==> config.mk <==
export PLATFORM = sky130hd
export DESIGN_NAME = int_arbiter
export DESIGN_NICKNAME = d
export VERILOG_FILES = /design/src/rtl/int_arbiter.sv
export SDC_FILE = /design/constraint.sdc
export NUM_CORES = 1
export LEC_CHECK = 0
export BUFFER_PORTS_ARGS = -buffer_cell sky130_fd_sc_hd__buf_2
export CAP_MARGIN = 15
export CORE_UTILIZATION = 25
export DETAILED_ROUTE_END_ITERATION = 7
export PLACE_DENSITY = 0.53
export SLEW_MARGIN = 10
export SYNTH_ARGS = -nofsm -noshare
export SYNTH_HDL_FRONTEND = slang
export SYNTH_SLANG_ARGS = --single-unit
==> constraint.sdc <==
create_clock -name clk -period 1.9 [get_ports clk]
set_clock_uncertainty 0.05 [all_clocks]
set_input_delay 0.095 -clock clk [delete_from_list [all_inputs] [get_ports clk]]
set_output_delay 0.095 -clock clk [all_outputs]
set_load 0.03 [all_outputs]
==> src/rtl/int_arbiter.sv <==
// Prioritised, maskable interrupt arbiter: synchronises raw interrupt levels, latches rising
// edges as pending, and presents the lowest-index enabled source to the CPU until EOI.
module int_arbiter #(
  parameter int               N_SRC      = 8,
  parameter logic [31:0]      CAUSE_BASE = 32'h0000_0010,
  parameter logic [N_SRC-1:0] MASK_RST   = {N_SRC{1'b1}}
) (
  input  logic             clk,
  input  logic             rst,
  input  logic [N_SRC-1:0] irq_i,
  input  logic             mask_we,
  input  logic [N_SRC-1:0] mask_din,
  input  logic             int_ack,
  input  logic             eoi,
  output logic             INT,
  output logic [31:0]      cause,
  output logic [N_SRC-1:0] pending_o,
  output logic [N_SRC-1:0] mask_o,
  output logic             busy,
  output logic [1:0]       state_o
);

  localparam int SEL_W = (N_SRC > 1) ? $clog2(N_SRC) : 1;

  typedef enum logic [1:0] {
    S_IDLE    = 2'd0,
    S_REQ     = 2'd1,
    S_SERVICE = 2'd2
  } state_e;

  // Handshake: INT is a level held in REQ; the CPU answers with a one-cycle int_ack pulse,
  // which moves the selected source into service; a one-cycle eoi pulse ends service.
  state_e             state_q, state_d;
  logic [N_SRC-1:0]   sync1_q, sync1_d;
  logic [N_SRC-1:0]   sync2_q, sync2_d;
  logic [N_SRC-1:0]   sync3_q, sync3_d;
  logic [N_SRC-1:0]   pending_q, pending_d;
  logic [N_SRC-1:0]   mask_q, mask_d;
  logic [SEL_W-1:0]   sel_q, sel_d;
  logic               int_q, int_d;
  logic [31:0]        cause_q, cause_d;
  logic               busy_q, busy_d;

  logic [N_SRC-1:0]   rise;
  logic [N_SRC-1:0]   cand;
  logic [N_SRC-1:0]   clr;
  logic [SEL_W-1:0]   pick;
  logic               found;

  always_comb begin
    state_d   = state_q;
    sel_d     = sel_q;
    int_d     = int_q;
    cause_d   = cause_q;
    busy_d    = busy_q;
    clr       = '0;
    pick      = '0;
    found     = 1'b0;
    sync1_d   = irq_i;
    sync2_d   = sync1_q;
    sync3_d   = sync2_q;
    rise      = sync2_q & ~sync3_q;
    cand      = pending_q & mask_q;
    mask_d    = mask_we ? mask_din : mask_q;

    // Scan downwards so the lowest set index is the one left in pick.
    for (int i = N_SRC - 1; i >= 0; i--) begin
      if (cand[i]) begin
        pick  = SEL_W'(i);
        found = 1'b1;
      end
    end

    case (state_q)
      S_IDLE: begin
        if (found) begin
          sel_d   = pick;
          cause_d = CAUSE_BASE + 32'(pick);
          int_d   = 1'b1;
          state_d = S_REQ;
        end
      end
      S_REQ: begin
        if (int_ack) begin
          clr     = N_SRC'(1) << sel_q;
          int_d   = 1'b0;
          busy_d  = 1'b1;
          state_d = S_SERVICE;
        end else if (mask_we && !mask_din[sel_q]) begin
          int_d   = 1'b0;
          state_d = S_IDLE;
        end
      end
      S_SERVICE: begin
        if (eoi) begin
          busy_d  = 1'b0;
          state_d = S_IDLE;
        end
      end
      default: begin
        int_d   = 1'b0;
        busy_d  = 1'b0;
        state_d = S_IDLE;
      end
    endcase

    // A new edge on the source being acknowledged survives the clear.
    pending_d = (pending_q & ~clr) | rise;
  end

  always_ff @(posedge clk) begin
    if (rst) begin
      state_q   <= S_IDLE;
      sync1_q   <= '0;
      sync2_q   <= '0;
      sync3_q   <= '0;
      pending_q <= '0;
      mask_q    <= MASK_RST;
      sel_q     <= '0;
      int_q     <= 1'b0;
      cause_q   <= '0;
      busy_q    <= 1'b0;
    end else begin
      state_q   <= state_d;
      sync1_q   <= sync1_d;
      sync2_q   <= sync2_d;
      sync3_q   <= sync3_d;
      pending_q <= pending_d;
      mask_q    <= mask_d;
      sel_q     <= sel_d;
      int_q     <= int_d;
      cause_q   <= cause_d;
      busy_q    <= busy_d;
    end
  end

  assign INT       = int_q;
  assign cause     = cause_q;
  assign pending_o = pending_q;
  assign mask_o    = mask_q;
  assign busy      = busy_q;
  assign state_o   = state_q;

endmodule
==> impl_metrics.toml, run 1 <==
[drt]
ant_nets = 0
first_pass_iters = 4
vias = 1498
wl_per_cell_um = 11.1
wl_um = 4090
drt_iter0_drc = 61
drc = 0
viasPerCell = 4.05

[worst_setup_path]
crit_start = "sel_q[1]"
rrSetupSlack_ps = 350
r2r_start = "sel_q[1]"
critPathKind = "reg -> reg"
reg2reg_to = "INT"
crit_chain = "mux2_1 > nor3b_1 > o21ai_1 > nand3_2 > a211oi_2"
slowest_stage = "dfxtp_1"
start_kind = "flop"
slowest_delay_ps = 470
crit_fanout = 5
worstPathArrival_ps = 1670
required_ps = 2030
reg2reg_depth = 5
crit_path_end_kind = "flop"

[yosys]
syn_area_sq_um = 1980
yosysUniqueCellTypes = 38
synthArstFlopShare = 0
synth_top_area_frac = 0.484
yosys.area.top_type = "dfxtp_1"
synth_edf_count = 0
synth.area.top_cells = "dfxtp_1 48%, buf_4 11%, nor2b_1 10%"
avgSynthCellArea_sq_um = 9.59
synthFlopType = "dfxtp_1"
synth_seq_cells = 48
yosysSeqAreaShare = 0.484
synth-warning-count = 0
synth_cells = 207

[final_layout]
fill_cells = 826
syn_to_final_growth_pct = 23.8
layout_commonest_cell = "dfxtp_1"
seqCellArea_sq_um = 961
drive_above_1_share = 0.220
fin_util = 0.319
final_cell_mix = "48 x dfxtp_1, 44 x buf_2, 32 x nor2b_1"
layout.nets = 289
antenna_cells = 0
multi_input_area_sq_um = 868

[sta]
rsz0062_at_grt = "false"
drv_slew = 0
finalSetupViolations = 0
fmax_mhz = 647
post-route-period-util = 0.813
hold_violations = 0
post-route-min-period_ps = 1550
setup-tns-final_ps = 0

[global_routing]
antenna_found_initial = 0
grt_pass1_vias = 1335
grt_max_degree = 28
grt_usage = 0.104
grt_pass1_wl_um = 6550
overflow = 0

[clocking]
path_clk_slew_ps = 90
cts_resized = 0
clk_path_buf_depth = 2
holdBufCountCts = 16
clk_latency_ps = 300
tritoncts = "done"
cts.sinks = 48
clockRootBuffer = "clkbuf_8"
cts_setup_buffers = 0
htree_levels = 2
cts_inserted_buffers = 5

[die]
num_rows = 32
die_h_um = 91.1
pin_count = 73
die_w_um = 91.1
die-area_sq_um = 8300
core_area_sq_um = 7690
initial_core_util = 0.258

[worst_hold_path]
holdCritPathClass = "in -> reg"
whs_path_depth = 3
whs_endpoint = "state_o[1]"
min-delay-start = "eoi"

[power]
irDropWorstVdd_mv = 0.354
p_per_area_nw_per_um2 = 899
cellLeakagePower_nw = 1.05

[placement]
routabilityCongestion = 0.781
port_buffers = 44
post-dp-hpwl_um = 2920

[run]
maxCapViolCount = 0

[outcome]
outcome = "finished clean"
-- metrics by stage --
step | setup slack, ps | total power, mW | instances | hold WS [ps] | cell area [sq um]
after floorplan | 193 | 1.54 | 234 | 163 | 2090
after global placement | 431 | 1.62 | 347 | 256 | 2210
after detailed placement | 371 | 1.62 | 347 | 257 | 2210
after CTS | 349 | 2.23 | 370 | 16.9 | 2460
after global routing | 191 | 2.33 | 370 | 33.9 | 2460
final | 355 | 2.21 | 370 | 24.6 | 2460
-- area by class of cell --
cell class              count  share of cell area
flip-flops and latches     48               0.391
multi-input cells         147               0.354
clock inverters             2             0.00509
repair buffers             64               0.167
clock buffers               5              0.0280
well taps                 102              0.0520
inverters                   2             0.00306
-- cell families (layout without fill, tap and decap cells) --
| kind of cell | after synthesis | after routing | synth area share |
|---|---|---|---|
| mux | 4 | 4 | 0.0208 |
| buf+inv | 39 | 73 | 0.129 |
| flops | 48 | 48 | 0.484 |
| simple gates | 70 | 70 | 0.211 |
| compound gates | 45 | 45 | 0.153 |
| other cells | 1 | 28 | 0.00189 |
-- synthesized netlist by cell type (2+ instances only) --
cell type and n:
dfxtp_1 48, nor2b_1 32, buf_4 29, a21oi_1 14, nand2_1 9, nand2b_1 9, a211o_1 8, o21ai_0 8
nor2_1 7, clkbuf_1 6, mux2i_1 3, a211oi_1 2, a22oi_1 2, a32oi_1 2, inv_1 2, nand3_1 2
nor3b_1 2, o31ai_1 2
-- flip-flops by register name (all words and copies together) (netlist names), 2 cells and up --
| signal | flops |
|---|---|
| mask_o | 8 |
| pending_o | 8 |
| sync1_q | 8 |
| sync2_q | 8 |
| sync3_q | 8 |
| cause | 2 |
| sel_q | 2 |
| state_o | 2 |
-- metal layers --
| layer | part of all wire | wire (um) | global-route usage | vias up |
|---|---|---|---|---|
| met5 | 0 | 0 | 0 | - |
| met1 | 0.48 | 1960 | 0.125 | 668 |
| met4 | 0.0071 | 29 | 0.0317 | 0 |
| met2 | 0.45 | 1850 | 0.170 | 62 |
| li1 | - | - | - | 763 |
| met3 | 0.062 | 254 | 0.0419 | 5 |
-- power breakdown --
group          internal (mW)  total (mW)  switching [mW]
registers               1.07        1.14          0.0648
logic                  0.172       0.486           0.314
clock network          0.250       0.585           0.335
-- worst max-delay path, delay by kind of cell, from the launching register on --
kind | cells | cell delay (ps)
compound gates | 2 | 190
flops | 1 | 470
mux | 1 | 360
simple gates | 2 | 360
-- worst max-delay path by stage --
stage,end,slack (ps)
finish,INT,350
floorplan,INT,190
detailed placement,INT,370
global placement,INT,430
CTS,INT,350
global route,INT,190
(Power assumes the default switching activity.)
==> run 2: changes to the inputs <==
- PLACE_DENSITY: 0.53 -> 0.55
- clock period: 1.9 -> 1.25 ns (I/O delays scaled with it)
==> impl_metrics.toml, run 2 (synthesized netlist as in run 1, its figures left out) <==
[outcome]
outcome = "finished, violations left"
violations = "setup timing"

[clocking]
cts.sinks = 48
path_clk_slew_ps = 90
clockRootBuffer = "clkbuf_8"
tritoncts = "done"
cts_inserted_buffers = 5
htree_levels = 2
clk_path_buf_depth = 2
clk_latency_ps = 300

[final_layout]
drive_above_1_share = 0.411
syn_to_final_growth_pct = 42.5
layout.nets = 319
stdcell_area_sq_um = 2830
layout.cells.non_filler = 401
layout_commonest_cell = "buf_2"
antenna_cells = 0
final_cell_mix = "44 x buf_2, 32 x nor2b_1, 30 x buf_4"

[global_routing]
overflow = 0
grt_pass1_vias = 1476
grt_max_degree = 25
grt_usage = 0.111
grt_pass1_wl_um = 7160
antenna_found_initial = 0

[drt]
drt_iter0_drc = 36
wl_um = 4510
viasPerCell = 3.99
first_pass_iters = 4
vias = 1601
wl_per_cell_um = 11.2
ant_nets = 0
drc = 0

[die]
core_area_sq_um = 7690
initial_core_util = 0.258
pin_count = 73
die-area_sq_um = 8300
die_w_um = 91.1
die_h_um = 91.1
num_rows = 32

[power]
p_per_area_nw_per_um2 = 1310
cellLeakagePower_nw = 1.24
irDropWorstVdd_mv = 0.469

[sta]
fmax_mhz = 752
post-route-period-util = 1.06
drv_slew = 0
rsz0062_at_grt = "true"
setup_ws_ps = -80.6
finalSetupViolations = 4
post-route-min-period_ps = 1330
hold_violations = 0

[worst_setup_path]
worstPathArrival_ps = 1450
crit_fanout = 5
crit_path_end_kind = "flop"
critPathKind = "reg -> reg"
required_ps = 1370
start_kind = "flop"

[placement]
dp.cells = 373
post-dp-hpwl_um = 3310
routabilityCongestion = 0.726
port_buffers = 44
post_dp_cell_area_sq_um = 2480

[worst_hold_path]
holdCritPathClass = "in -> reg"

[run]
maxCapViolCount = 0
## run 2: final timing paths
path	startpoint	to	slack (ps)	cells past startpoint
setup reg to reg	sel_q[1]	state_o[0]	-80	5
setup / recovery	sel_q[1]	state_o[0]	-80	5
hold reg to reg	sync1_q[5]	sync2_q[5]	390	1
hold / removal	int_ack	state_o[1]	30	3
## run 2: layout make-up
| class | count | area, sq um |
|---|---|---|
| fillers | 800 | 4860 |
| flip-flops and latches | 48 | 995 |
| multi-input cells | 147 | 943 |
| repair buffers | 94 | 658 |
| well taps | 102 | 128 |
| clock buffers | 6 | 82.6 |
| clock inverters | 2 | 13.8 |
| inverters | 2 | 7.51 |
## run 2: per-layer routing
metal  part of all wire  wire length [um]  global-route usage
met5                  0                 0                   0
met4              0.010                46              0.0357
met3              0.073               331              0.0427
met2               0.45              2040               0.178
met1               0.46              2090               0.136
## run 2: what timing repair did
| action | 4_1_cts | 5_1_grt |
|---|---|---|
| pin swaps | 1 | 8 |
| gates resized for setup | 8 | 10 |
| setup buffers | 0 | 3 |
| hold endpoints to repair | 18 | 0 |
| setup endpoints to repair | 7 | 12 |
| hold buffers | 17 | 0 |
## run 2: where the power goes
| part | switching [mW] | internal [mW] | total, mW |
|---|---|---|---|
| Clock | 0.520 | 0.453 | 0.973 |
| Combinational | 0.574 | 0.434 | 1.01 |
| Sequential | 0.0722 | 1.65 | 1.72 |
| Total | 1.17 | 2.53 | 3.70 |
## run 2: per-stage QoR
stage / worst slack [ps] / total power [mW] / util / setup TNS, ps / hold slack [ps]
5_1_grt: -141 / 3.91 / 0.368 / -616 / 44.5
3_3_place_gp: -68.1 / 2.64 / 0.323 / -183 / 219
2_1_floorplan: -186 / 2.40 / - / -475 / 130
3_5_place_dp: -104 / 2.64 / 0.323 / -348 / 224
6_report: -80.6 / 3.70 / 0.368 / -233 / 34.7
4_1_cts: -96.9 / 3.70 / 0.362 / -243 / 28.4
## run 2: critical path, cell delays in order (launching register included)
cell and delay, ps:
dfxtp_4 390, mux2_4 320, nor3b_4 210, a21oi_2 80, nand3_2 90, a21oi_1 60
